`src/rtl/mem_access_stage.sv`:
```
// s2 memory access stage: req/gnt/rvalid data port, load align/extend.
// Optional misaligned trap: define MEM_ACCESS_MISALIGN_TRAP_EN.
module mem_access_stage #(
  parameter int MAX_WAIT = 16,
  parameter int CNT_W    = 5
) (
  input  logic        clk,
  input  logic        rst_n,
  input  logic        clk_enable,
  input  logic [1:0]  mem_op,
  input  logic [1:0]  mem_size,
  input  logic        mem_unsigned,
  input  logic [31:0] addr,
  input  logic [31:0] store_data,
  output logic        dmem_req,
  output logic        dmem_we,
  output logic [29:0] dmem_addr,
  output logic [3:0]  dmem_be,
  output logic [31:0] dmem_wdata,
  input  logic        dmem_gnt,
  input  logic        dmem_rvalid,
  input  logic [31:0] dmem_rdata,
  output logic        mem_busy,
  output logic [31:0] load_data_s3,
  output logic        load_valid_s3,
  output logic        bus_error,
  output logic        misaligned
);

  typedef enum logic [1:0] {
    S_IDLE,
    S_REQ,
    S_WAIT
  } state_e;

  state_e      state_q, state_d;
  logic        req_q, req_d;
  logic        we_q, we_d;
  logic [29:0] waddr_q, waddr_d;
  logic [3:0]  be_q, be_d;
  logic [31:0] wdata_q, wdata_d;
  logic [1:0]  size_q, size_d;
  logic        uns_q, uns_d;
  logic [1:0]  off_q, off_d;
  logic [CNT_W-1:0] cnt_q, cnt_d;
  logic [31:0] ld_q, ld_d;
  logic        lv_q, lv_d;
  logic        berr_q, berr_d;

  logic        is_acc;
  logic        issue;
  logic [1:0]  off_a;
  logic [3:0]  be_a;
  logic [31:0] wd_a;
  logic [31:0] shifted;
  logic [31:0] ext;
  logic [CNT_W-1:0] cnt_inc;

  assign is_acc  = (mem_op == 2'b01) || (mem_op == 2'b10);
  assign cnt_inc = cnt_q + CNT_W'(1);

`ifdef MEM_ACCESS_MISALIGN_TRAP_EN
  logic mis;
  logic mis_q, mis_d;

  // Misalignment detect on the incoming s2 op
  always_comb begin
    mis = 1'b0;
    unique case (1'b1)
      (mem_size == 2'b00): mis = 1'b0;
      (mem_size == 2'b01): mis = addr[0];
      default:             mis = (addr[1:0] != 2'b00);
    endcase
  end

  assign issue      = is_acc && !mis;
  assign mis_d      = is_acc && mis && (state_q == S_IDLE);
  assign misaligned = mis_q;

  // Trap pulse register
  always_ff @(posedge clk or negedge rst_n) begin
    if (!rst_n)          mis_q <= 1'b0;
    else if (clk_enable) mis_q <= mis_d;
  end
`else
  assign issue      = is_acc;
  assign misaligned = 1'b0;
`endif

  // Aligned-down lane offset, enables and replicated write data
  always_comb begin
    off_a = 2'b00;
    be_a  = 4'b1111;
    wd_a  = store_data;
    unique case (1'b1)
      (mem_size == 2'b00): begin
        off_a = addr[1:0];
        be_a  = 4'b0001 << addr[1:0];
        wd_a  = {4{store_data[7:0]}};
      end
      (mem_size == 2'b01): begin
        off_a = {addr[1], 1'b0};
        be_a  = 4'b0011 << {addr[1], 1'b0};
        wd_a  = {2{store_data[15:0]}};
      end
      default: begin
        off_a = 2'b00;
        be_a  = 4'b1111;
        wd_a  = store_data;
      end
    endcase
  end

  assign shifted = dmem_rdata >> {off_q, 3'b000};

  // Load extraction and extension
  always_comb begin
    ext = shifted;
    unique case (1'b1)
      (size_q == 2'b00):
        ext = uns_q ? {24'b0, shifted[7:0]}
                    : {{24{shifted[7]}}, shifted[7:0]};
      (size_q == 2'b01):
        ext = uns_q ? {16'b0, shifted[15:0]}
                    : {{16{shifted[15]}}, shifted[15:0]};
      default: ext = shifted;
    endcase
  end

  // Next-state and output logic
  always_comb begin
    state_d = state_q;
    req_d   = req_q;
    we_d    = we_q;
    waddr_d = waddr_q;
    be_d    = be_q;
    wdata_d = wdata_q;
    size_d  = size_q;
    uns_d   = uns_q;
    off_d   = off_q;
    cnt_d   = cnt_q;
    ld_d    = ld_q;
    lv_d    = 1'b0;
    berr_d  = 1'b0;
    unique case (state_q)
      S_IDLE: begin
        if (issue) begin
          state_d = S_REQ;
          req_d   = 1'b1;
          we_d    = (mem_op == 2'b10);
          waddr_d = addr[31:2];
          be_d    = be_a;
          wdata_d = wd_a;
          size_d  = mem_size;
          uns_d   = mem_unsigned;
          off_d   = off_a;
        end
      end
      S_REQ: begin
        if (dmem_gnt) begin
          req_d = 1'b0;
          if (we_q) begin
            state_d = S_IDLE;
          end else if (dmem_rvalid) begin
            state_d = S_IDLE;
            ld_d    = ext;
            lv_d    = 1'b1;
          end else begin
            state_d = S_WAIT;
            cnt_d   = '0;
          end
        end
      end
      S_WAIT: begin
        if (dmem_rvalid) begin
          state_d = S_IDLE;
          ld_d    = ext;
          lv_d    = 1'b1;
        end else if (cnt_inc == CNT_W'(MAX_WAIT)) begin
          state_d = S_IDLE;
          ld_d    = '0;
          berr_d  = 1'b1;
          cnt_d   = '0;
        end else begin
          cnt_d = cnt_inc;
        end
      end
      default: state_d = S_IDLE;
    endcase
  end

  // State and datapath registers, frozen while clk_enable is low
  always_ff @(posedge clk or negedge rst_n) begin
    if (!rst_n) begin
      state_q <= S_IDLE;
      req_q   <= 1'b0;
      we_q    <= 1'b0;
      waddr_q <= '0;
      be_q    <= '0;
      wdata_q <= '0;
      size_q  <= '0;
      uns_q   <= 1'b0;
      off_q   <= '0;
      cnt_q   <= '0;
      ld_q    <= '0;
      lv_q    <= 1'b0;
      berr_q  <= 1'b0;
    end else if (clk_enable) begin
      state_q <= state_d;
      req_q   <= req_d;
      we_q    <= we_d;
      waddr_q <= waddr_d;
      be_q    <= be_d;
      wdata_q <= wdata_d;
      size_q  <= size_d;
      uns_q   <= uns_d;
      off_q   <= off_d;
      cnt_q   <= cnt_d;
      ld_q    <= ld_d;
      lv_q    <= lv_d;
      berr_q  <= berr_d;
    end
  end

  assign dmem_req      = req_q;
  assign dmem_we       = we_q;
  assign dmem_addr     = waddr_q;
  assign dmem_be       = be_q;
  assign dmem_wdata    = wdata_q;
  assign mem_busy      = (state_q != S_IDLE);
  assign load_data_s3  = ld_q;
  assign load_valid_s3 = lv_q;
  assign bus_error     = berr_q;

endmodule

```
`config.mk`:
```
export PLATFORM = sky130hd
export DESIGN_NAME = mem_access_stage
export DESIGN_NICKNAME = d
export VERILOG_FILES = /design/src/rtl/mem_access_stage.sv
export SDC_FILE = /design/constraint.sdc
export NUM_CORES = 1
export LEC_CHECK = 0
export ABC_AREA = 1
export CAP_MARGIN = 15
export CORE_ASPECT_RATIO = 0.7
export CORE_MARGIN = 4
export CORE_UTILIZATION = 30
export DETAILED_ROUTE_END_ITERATION = 12
export DONT_BUFFER_PORTS = 1
export PLACE_DENSITY = 0.49
export SLEW_MARGIN = 20
export SYNTH_ARGS = -nofsm -noshare
export SYNTH_HDL_FRONTEND = slang
export SYNTH_SLANG_ARGS = --single-unit
```
`constraint.sdc`:
```
create_clock -name clk -period 1.4 [get_ports clk]
set_input_delay 0.14 -clock clk [delete_from_list [all_inputs] [get_ports clk]]
set_output_delay 0.14 -clock clk [all_outputs]
set_load 0.05 [all_outputs]
```
### Word level (Yosys, flattened, before mapping)

Cells that the tools add are included.

| word-level totals | value |
|---|---|
| logic and storage cells | 78 |
| register bits after elaboration | 114 |
| output and inout bits | 104 |

| cells by class | value |
|---|---|
| reductions and logical operators | 12 |
| add/sub/neg operators | 1 |
| eq/ne operators | 14 |
| shift-type cells | 3 |
| muxes and demuxes | 35 |

Operator list:

| cell | number |
|---|---|
| 32-bit two-way mux | 7 |
| 32-bit case mux with 2 select lines | 3 |
| 32-bit by 5-bit >> shifter with 32-bit output | 1 |
| 5-bit two-way mux | 5 |
| 2-bit two-way mux | 6 |
| 2-bit != test, second input constant | 6 |
| 6-bit AND reduction | 2 |
| 5-bit case mux with 2 select lines | 1 |
| 2-bit by 1-bit equality test with 1-bit output, second input constant | 4 |
| 1-bit two-way mux | 8 |
| 4-bit case mux with 2 select lines | 1 |
| 4-bit AND reduction | 2 |
| 2-bit logical NOT | 3 |
| 2-bit case mux with 3 select lines | 1 |
| 2-bit nonzero test | 3 |
| 5-bit by 1-bit adder with 5-bit output, second input constant | 1 |
| 5-bit equality test, second input constant | 1 |
| 2-bit equality test, second input constant | 2 |
| 1-bit case mux with 2 select lines | 2 |
| 2-bit case mux with 2 select lines | 1 |
| 1-bit by 2-bit left shift with 4-bit output, first input constant | 1 |
| 2-bit by 2-bit left shift with 4-bit output, first input constant | 1 |
| 3-bit != test, second input constant | 1 |
| 3-bit AND reduction | 1 |
| 1-bit logical OR | 1 |

### Depth between registers and ports, before layout

Gate-level depths: netlist of the first run.

| depth | value |
|---|---|
| depth in word-level cells | 7 |
| depth in mapped cells | 10 |
| depth with buffers taken out | 10 |

### Worst setup path before layout of the first run

Ideal clock, no wire load.

| timing | value |
|---|---|
| kind | reg-to-reg |
| start | register state_q[0] |
| end | register size_q[1] |
| slack | -247 ps |
| arrival | 1518 ps |
| cell stages (with the launch flop) | 10 |
| clock period less this slack | 1647 ps |
| path through | dfrtp_1 -> inv_1 -> ha_1 -> inv_2 -> nor3_4 -> inv_2 -> buf_2 -> buf_2 -> nor2_1 -> o21bai_1 |

| between the ends | value |
|---|---|
| longest elaborated chain between the ends | 2 |

Ends and longest elaborated chain:

| item | RTL line | source |
|---|---|---|
| start: declaration | 36 | `state_e state_q, state_d;` |
| start signal: assignment | 209 | `state_q <= state_d;` |
| 2-bit logical NOT | 145 | `unique case (state_q)` |
| 3-bit AND reduction (no source line) | - |  |
| end signal: assignment | 215 | `size_q <= size_d;` |
| end: declaration | 42 | `logic [1:0] size_q, size_d;` |

No other way between the ends.
A chain may end at the register's enable or synchronous reset.

### Worst setup path after layout of the first run

| timing | value |
|---|---|
| start | register state_q[0] |
| end | register waddr_q[13], in the netlist dmem_addr[13] |

| between the ends | value |
|---|---|
| longest elaborated chain between the ends | 2 |

Ends and longest elaborated chain:

| item | RTL line | source |
|---|---|---|
| 2-bit logical NOT | 145 |  |
| 3-bit AND reduction (no source line) | - |  |
| end signal: assignment | 212 | `waddr_q <= waddr_d;` |
| end: declaration | 39 | `logic [29:0] waddr_q, waddr_d;` |

No other way between the ends.

==> results of run 1 <==
[power by group through the flow]
stage	registers (mW)	logic, mW	clock network (mW)
floorplan	10.2	3.47	0
global placement	8.74	7.00	0
detailed placement	8.74	7.14	0
CTS	8.72	7.89	4.57
global route	8.89	9.40	4.71
finish	8.71	8.65	4.48
[worst reg2reg max path, delay by kind of cell (launching register included)]
family,cells,cell delay (ps)
DFF,1,430
adders and majority gates,1,180
and+or+nand+nor,3,240
buffers and inverters,5,590
[through the flow]
step           utilization (%)  hold WS, ps
2_1_floorplan                -         -156
3_3_place_gp              34.3         -149
3_5_place_dp              34.3         -150
4_1_cts                   43.5         -594
5_1_grt                   46.1         -599
6_report                  46.1         -577
[routing by layer]
layer / global-route usage [%] / part of all wire, % / up-vias
met3: 6.84 / 11 / 27
met1: 22.8 / 42 / 2542
met5: 0 / 0 / -
met4: 5.09 / 1.2 / 0
li1: - / - / 2576
met2: 28.8 / 46 / 286
[logic make-up (layout without fill, tap and decap cells)]
family	after synthesis	in the layout	share of synthesized area (%)
buf+inv	83	230	6.90
flops	114	114	51.7
fa+ha+maj	5	5	1.13
other cells	1	1	0.0680
compound gates	121	121	11.8
xor+xnor	1	1	0.159
simple gates	389	392	28.2
[final cells by class]
class | instances | area, um2 | area share, %
Timing Repair Buffer | 157 | 1660 | 20.0
Multi-Input combinational cell | 520 | 2730 | 32.8
Clock buffer | 19 | 453 | 5.44
Tap cell | 236 | 295 | 3.55
Inverter | 41 | 174 | 2.09
Sequential cell | 114 | 2850 | 34.3
Clock inverter | 13 | 150 | 1.80
[how the worst max path moves through the flow]
| stage | startpoint | to | slack (ps) |
|---|---|---|---|
| finish | state_q[0] | dmem_addr[13] | -170 |
| global route | state_q[0] | load_data_s3[6] | -240 |
| CTS | state_q[0] | state_q[0] | -130 |
| detailed placement | state_q[1] | load_data_s3[10] | -210 |
| global placement | state_q[1] | dmem_wdata[16] | -160 |
| floorplan | state_q[1] | dmem_addr[0] | -30 |
[repair_timing]
item / in CTS / in global routing
endpoints found under the hold margin: 189 / 114
buffers inserted: 3 / 6
endpoints found under the setup margin: 111 / 113
pin swaps: 8 / 27
resized for setup: 50 / 79
cloned: 6 / 7
[flip-flops by register name, indices dropped and copies added (netlist names)]
register / cells
state_q: 2
load_data_s3: 32
dmem_addr: 30
dmem_we: 1
cnt_q: 5
size_q: 2
dmem_req: 1
bus_error: 1
dmem_wdata: 32
uns_q: 1
dmem_be: 4
load_valid_s3: 1
off_q: 2
[cell usage in the layout, fill, tap and decap left out, types with 2 or more instances in the layout]
cell type      Yosys  final
o21ai_1           25     30
nand3_2            2      3
o21ai_2            0     14
a21oi_1           32     32
o22ai_1            2      2
nand2_1          315    269
nand2_4            0     10
clkinv_4           0      4
dfrtp_1          114    113
nor2_2             0      2
nor2_1            25     19
bufinv_16          0      2
buf_12             0      9
dlygate4sd3_1      0     71
buf_4              5     59
nand2_2            1     35
ha_4               0      4
inv_1             34     29
nand3_4            0      2
nand3_1           41     38
inv_6              0      4
nand4_1            2      2
buf_16             0      4
clkinvlp_4         0      2
buf_6              3      8
clkbuf_8           0      2
o211ai_1          14     14
nor2_4             0      4
nand2_8            0      5
clkbuf_16          0     22
o21ai_0           45     25
inv_2              6      9
==> impl_results.md, run 1 <==
- Run status: finished, violations left
- Failing checks: hold timing, setup timing
- Worst setup path category: flop to flop
- Yosys reg bits: 114
- Clock Tree Buf Depth: 2
- Area leader, netlist: dfrtp_1
- Async S/R FF share, synth: 100%
- VDD IR max: 1.24 mV
- Die area: 0.0207 mm2
- First-pass GRT wire length: 29,200 um
- Fillcell total: 1,730
- DR WL/cell: 17.8 um
- Placed Area: 0.00620 mm2
- All-Layer GR Usage: 18.0%
- Die Wd: 170 um
- Seq/Total Area, Yosys: 51.7%
- CTS Hold Bufs: 72
- Clk slew on worst S/H paths: 60 ps
- Largest net degree at the start of global routing: 115
- Worst path slowest cell: dfrtp_1
- Slew headroom: 59.8%
- Initial antenna violation count: 0
- Crit-path max cell delay: 430 ps
- Core outline area: 0.0181 mm2
- Cell row count: 41
- Port Buf Inserts: 0
- Die height: 121 um
- Finished Layout Cells: 1,100
- Req. time, crit path: 1700 ps
- Clock sinks: 114
- Max-cap violations: 0
- Sequential share of power: 39.9%
- Comb pwr share: 39.6%
- Gr ovfl total: 0
- LEAKAGE: 4.14 nW
- Final wirelength: 19,600 um
- Final Cell Area: 0.00832 mm2
- CP Cell Sequence: inv_2 > ha_4 > inv_8 > nor3_4 > buf_6 > inv_12 > clkbuf_16 > nand2_1 > nand2_1
- Final Power: 21.8 mW
- Routability cong.: 0.869
- Vias in the first global route: 5,450
- Setup violations, final: 111
- Worst path depth: 9
- Via count: 5,431
- First-pass detailed-route iteration total: 5
- Sw Share: 51.5%
- Worst-case reg-to-reg path depth: 9
- RSZ-0062 raised after global routing: yes
- CTS Buf Count: 17
- Fin. max-slew vios: 0
- Drt initial violations: 406
- Area grow syn2layout: 50.9%
- Setup ws final: -171 ps
- Cells after DPL: 974
- Switching pwr: 11.3 mW
- Clock Power Share: 20.5%
- CP Capture Type: flop
- Syn Inst Count: 714
- # DRC: 0
- Post-synth EDFFs: 0
- Num ports: 210
- Cell area power density: 2620 mW/mm2
- Setup_tns: -14,120 ps
- Commonest cells in the netlist: nand2_1, dfrtp_1, o21ai_0, nand3_1, inv_1
- Starting Density: 30.5%
- Worst-Skew Late Latency: 410 ps
- H-tree levels: 4
- Most frequent cell on the critical path: nand2_1
- Avg Inst Size Synth: 7.72 um2
- Critical Path Fanout Max: 14
- Ys Warns: 0
- R2r endpoint: dmem_addr[13]
- Post-route ant nets: 0
- Internal: 10.6 mW
- Final Hold Vio Count: 114
- Via-to-Cell Ratio: 4.94
- Final net count: 962
- Tmin final: 1570 ps
- Share of layout cells above drive strength 1: 24.7%
- WHS: -577 ps
- CP arrival: 1870 ps
- DP HPWL: 11,900 um
- Largest cells by area after synthesis: dfrtp_1, nand2_1, o21ai_0
- Setup WS pre-CTS: -206 ps
- Antenna Cells: 0
- Most frequent cell after synthesis: nand2_1
- Hold Crit Class: primary input to async pin
- Reg2Reg Setup Slack: -170 ps
- Reg2reg start: state_q[0]
- CP Buf/Inv Count: 5
- Syn_nets: 825
- CTS root buf: clkbuf_16
- Top cell family by delay on the critical path: buffers and inverters
- Netlist Area Pre-Place: 0.00552 mm2
- Share of the synthesized area in the top cell type: 51.7%
- Skew final: 6.56 ps
- Top FF cell, synth: dfrtp_1
- CTS tree: done
- Post-synth cell types: 28
- Slew @ Worst Pin: 603 ps
- Maximum clock rate: 637 MHz
- Period utilisation layout: 112%
- Startpoint Class: flop
No activity file was read; power rests on OpenSTA's default activity.
==> inputs of run 2 (changes only) <==
--- a/config.mk
+++ b/config.mk
@@ -12,7 +12,7 @@
 export CORE_UTILIZATION = 30
 export DETAILED_ROUTE_END_ITERATION = 12
 export DONT_BUFFER_PORTS = 1
-export PLACE_DENSITY = 0.49
+export PLACE_DENSITY = 0.48
 export SLEW_MARGIN = 20
 export SYNTH_ARGS = -nofsm -noshare
 export SYNTH_HDL_FRONTEND = slang
==> constraint.sdc (replaced) <==
create_clock -name clk -period 2 [get_ports clk]
set_input_delay 0.2 -clock clk [delete_from_list [all_inputs] [get_ports clk]]
set_output_delay 0.2 -clock clk [all_outputs]
set_load 0.05 [all_outputs]
==> run 2 against run 1 <==
Utilization down 7.5 points. Via count fell by 9.2%. Critical path type unchanged. Non-clock buffer count shrank 80. First-iteration DRC count is 22% lower. Sequential power is 15% lower. The run ends with hold timing left. Hold slack improved by 69 ps.
==> impl_results.md, run 2 (synthesis gave the netlist of run 1 again) <==
- Run status: finished, violations left
- Failing checks: hold timing
- Most common cell after layout, fill and taps aside: nand2_1
- LEAKAGE: 3.51 nW
- CP Capture Type: flop
- Final net count: 879
- Clock sinks: 114
- Cell area power density: 1940 mW/mm2
- Slew headroom: 50.7%
- Share of layout cells above drive strength 1: 7.17%
- Most frequent cell on the critical path: o21ai_0
- Crit-path max cell delay: 400 ps
- Via count: 4,934
- Setup_tns: 0 ps
- VDD IR max: 0.772 mV
- Maximum clock rate: 545 MHz
- Final wirelength: 16,800 um
- Gr ovfl total: 0
- Via-to-Cell Ratio: 4.85
- CTS tree: done
- Req. time, crit path: 2320 ps
- Area grow syn2layout: 26.4%
- Die height: 121 um
- Top cell family by delay on the critical path: buffers and inverters
- Setup violations, final: 0
- All-Layer GR Usage: 16.3%
- DP HPWL: 11,500 um
- Fin. max-slew vios: 0
- Slew @ Worst Pin: 736 ps
- CP Buf/Inv Count: 3
- Largest net degree at the start of global routing: 115
- H-tree levels: 4
- Initial antenna violation count: 0
- Worst-Skew Late Latency: 410 ps
- CP Cell Sequence: inv_1 > ha_1 > inv_2 > nor3_4 > buf_4 > o21ai_0 > o21ai_0
- Die area: 0.0207 mm2
- CTS Buf Count: 17
- First-pass detailed-route iteration total: 5
- CTS Hold Bufs: 66
- # DRC: 0
- DR WL/cell: 16.5 um
- Post-route ant nets: 0
- Startpoint Class: flop
- Final Power: 13.5 mW
- Critical Path Fanout Max: 40
- Finished Layout Cells: 1,017
- CP arrival: 2150 ps
- Placed Area: 0.00569 mm2
- Final Hold Vio Count: 114
- Drt initial violations: 316
- Vias in the first global route: 5,032
- WHS: -508 ps
- Core outline area: 0.0181 mm2
- Die Wd: 170 um
- Cells after DPL: 919
- Cell row count: 41
- Final Cell Area: 0.00697 mm2
- Starting Density: 30.5%
- Max-cap violations: 0
- Worst path slowest cell: dfrtp_1
- Hold Crit Class: primary input to async pin
- RSZ-0062 raised after global routing: yes
- Tmin final: 1830 ps
- Commonest non-fill, non-tap cells in the layout: nand2_1, dfrtp_1, dlygate4sd3_1
- Clock Tree Buf Depth: 2
- Routability cong.: 0.861
- Clk slew on worst S/H paths: 50 ps
- Period utilisation layout: 91.7%
- Skew final: 9.99 ps
- Worst setup path category: flop to flop
- CTS root buf: clkbuf_16
- Port Buf Inserts: 0
- Antenna Cells: 0
- Num ports: 210
- First-pass GRT wire length: 26,500 um
run 2: path summary, 6_finish.rpt:
kind | from | end | slack [ps] | depth (start not counted)
setup / recovery | state_q[0] | dmem_be[2] | 170 | 7
hold reg to reg | state_q[1] | state_q[1] | 510 | 2
hold / removal | rst_n | load_valid_s3 | -510 | 0
max in group asynchronous | rst_n | load_data_s3[7] | 2220 | 0
min in group clk | mem_size[1] | dmem_wdata[20] | 10 | 2
setup reg to reg | state_q[0] | dmem_be[2] | 170 | 7
run 2: timing repair:
action,in CTS,in global routing
gates resized for setup,0,0
buffers inserted,0,0
endpoints found under the setup margin,0,1
hold endpoints to repair,180,114
run 2: where the power goes:
group          leakage (nW)  switching [mW]  total [mW]  internal (mW)
sequential             1.45            4.14        7.39           3.25
combinational          1.76            1.84        2.91           1.07
clock                 0.294            1.19        3.20           2.01
total                  3.51            7.17        13.5           6.33
run 2: final cells by class:
| class | count | area, um2 |
|---|---|---|
| well taps | 236 | 295 |
| clock buffers | 18 | 439 |
| fillers | 1814 | 11100 |
| multi-input cells | 517 | 2280 |
| clock inverters | 14 | 179 |
| repair buffers | 77 | 768 |
| inverters | 41 | 154 |
| flip-flops and latches | 114 | 2850 |
run 2: routing by layer:
layer  GRT usage (%)  routed length (um)  vias to the layer above
met3            6.58                1670                       11
met5               0                   0                        -
met1            19.8                7280                     2334
li1                -                   -                     2395
met2            26.6                7730                      194
met4            4.69                 123                        0
run 2: stage by stage:
stage | worst slack, ps | util (%)
finish | 166 | 38.6
floorplan | 353 | -
global placement | 254 | 31.5
CTS | 136 | 38.6
detailed placement | 172 | 31.5
global route | -4.07 | 38.6
run 2: worst reg2reg max path, stage by stage, from the launching register on:
cell	delay, ps
dfrtp_1	400
inv_1	100
ha_1	230
inv_2	80
nor3_4	190
buf_4	380
o21ai_0	180
o21ai_0	190
==> inputs of run 3 (changes only) <==
--- a/config.mk
+++ b/config.mk
@@ -9,11 +9,12 @@
 export CAP_MARGIN = 15
 export CORE_ASPECT_RATIO = 0.7
 export CORE_MARGIN = 4
-export CORE_UTILIZATION = 30
+export CORE_UTILIZATION = 60
 export DETAILED_ROUTE_END_ITERATION = 12
 export DONT_BUFFER_PORTS = 1
-export PLACE_DENSITY = 0.48
+export PLACE_DENSITY = 0.8
 export SLEW_MARGIN = 20
 export SYNTH_ARGS = -nofsm -noshare
 export SYNTH_HDL_FRONTEND = slang
 export SYNTH_SLANG_ARGS = --single-unit
+export TNS_END_PERCENT = 5
==> run 3 against run 2 <==
The flow still finishes with violations (hold timing). Count of clock-buffer cells in the layout rose by 1. Global-route usage grew 17 points. Hold slack worse by 0.54 ps. Design area is 2.6% lower. Largest power group unchanged. Worst setup slack improved by 14 ps. Flip-flop and latch count is the same. Power up 1.6%.
==> impl_results.md, run 3 (synthesis gave the netlist of run 1 again) <==
- Final Hold Vio Count: 114
- CTS tree: done
- Maximum clock rate: 549 MHz
- Worst-Skew Late Latency: 400 ps
- Tmin final: 1820 ps
- CTS Buf Count: 17
- Share of layout cells above drive strength 1: 7.13%
- Slew headroom: 58.7%
- Setup Fix Bufs, Post-CTS: 0
- Clock sinks: 114
- Die Wd: 123 um
- CP arrival: 2130 ps
- Initial antenna violation count: 0
- Post-route ant nets: 0
- Starting Density: 63.5%
- LEAKAGE: 3.50 nW
- Vias in the first global route: 5,378
- Period utilisation layout: 91.0%
- Final Cell Area: 0.00679 mm2
- Final wirelength: 17,000 um
- Setup_tns: 0 ps
- CTS root buf: clkbuf_16
- Setup violations, final: 0
- RSZ-0062 raised after global routing: no
- Skew final: 6.69 ps
- Commonest non-fill, non-tap cells in the layout: nand2_1, dfrtp_1, dlygate4sd3_1
- Area grow syn2layout: 23.1%
- Slew @ Worst Pin: 617 ps
- Final Power: 13.7 mW
- WHS: -508 ps
- Run status: finished, violations left
- Most common cell after layout, fill and taps aside: nand2_1
- CTS Hold Bufs: 57
- Gr ovfl total: 0
- Hold Crit Class: primary input to async pin
- # DRC: 0
- Fillcell total: 603
- Core outline area: 0.00869 mm2
- Critical Path Fanout Max: 4
- Cell area power density: 2020 mW/mm2
- Antenna Cells: 0
- Via-to-Cell Ratio: 5.86
- First-pass detailed-route iteration total: 5
- Clock Tree Buf Depth: 2
- Die height: 88.2 um
- Via count: 5,225
- Placed Area: 0.00558 mm2
- Largest net degree at the start of global routing: 115
- CP Capture Type: flop
- Failing checks: hold timing
- Die area: 0.0108 mm2
- Clk slew on worst S/H paths: 50 ps
- VDD IR max: 1.23 mV
- DP HPWL: 10,500 um
- Routability cong.: 0.910
- First-pass GRT wire length: 27,300 um
- Port Buf Inserts: 0
- Fin. max-slew vios: 0
- H-tree levels: 4
- Drt initial violations: 537
- Max-cap violations: 0
- Final net count: 871
- Startpoint Class: flop
- All-Layer GR Usage: 32.8%
- DR WL/cell: 19.0 um
- Post-CTS Resized: 0
- Worst setup path category: flop to flop
- Req. time, crit path: 2310 ps
- Cell row count: 28
- Num ports: 210
[run 3: changes by cell type in the layout (fill, tap and decap cells not counted), sizes merged]
cell / change
dlygate4sd3: -9
inv: -4
bufinv: +2
buf: +1
clkbuf: +1
clkinvlp: -1
[run 3: area by class of cell]
cell class / count / area [um2] / share of cell area (%)
repair buffers: 69 / 711 / 10.5
clock inverters: 11 / 185 / 2.73
inverters: 41 / 154 / 2.27
flip-flops and latches: 114 / 2850 / 42.0
clock buffers: 19 / 453 / 6.67
multi-input cells: 517 / 2280 / 33.6
well taps: 120 / 150 / 2.21
[run 3: critical path, cell delays in order, from the launching register on]
cell and delay [ps]:
dfrtp_1 410, inv_1 90, ha_1 230, inv_1 80, nor2_1 130, nand2_1 70, dlygate4sd3_1 550, o21ai_0 180
[run 3: final timing paths]
path,from,end,slack (ps),cells past startpoint
hold / removal,rst_n,cnt_q[1],-510,0
hold reg to reg,state_q[1],state_q[1],530,2
max in group asynchronous,rst_n,dmem_addr[25],2290,0
setup / recovery,state_q[0],bus_error,180,7
setup reg to reg,state_q[0],bus_error,180,7
min in group clk,addr[0],dmem_be[1],10,2
[run 3: per-layer routing]
| metal | routed length, um | track usage (%) | up-vias |
|---|---|---|---|
| met3 | 2010 | 12.2 | 80 |
| met2 | 8120 | 54.8 | 364 |
| met5 | 0 | 0 | - |
| met1 | 6130 | 38.1 | 2414 |
| li1 | - | - | 2367 |
| met4 | 723 | 15.0 | 0 |
[run 3: power breakdown]
part	leakage (nW)	switching [mW]	internal, mW
sequential	1.45	4.15	3.25
combinational	1.74	1.98	1.08
clock	0.310	1.02	2.25
total	3.50	7.14	6.58
[run 3: stage by stage]
| step | hold WS (ps) | std cells | utilization (%) | worst slack [ps] |
|---|---|---|---|---|
| after floorplan | -95.6 | 714 | - | 353 |
| after global placement | -92.7 | 804 | 64.2 | 375 |
| after detailed placement | -92.7 | 804 | 64.2 | 283 |
| after CTS | -521 | 891 | 78.2 | 226 |
| after global routing | -525 | 891 | 78.2 | 38.6 |
| final | -508 | 891 | 78.2 | 179 |
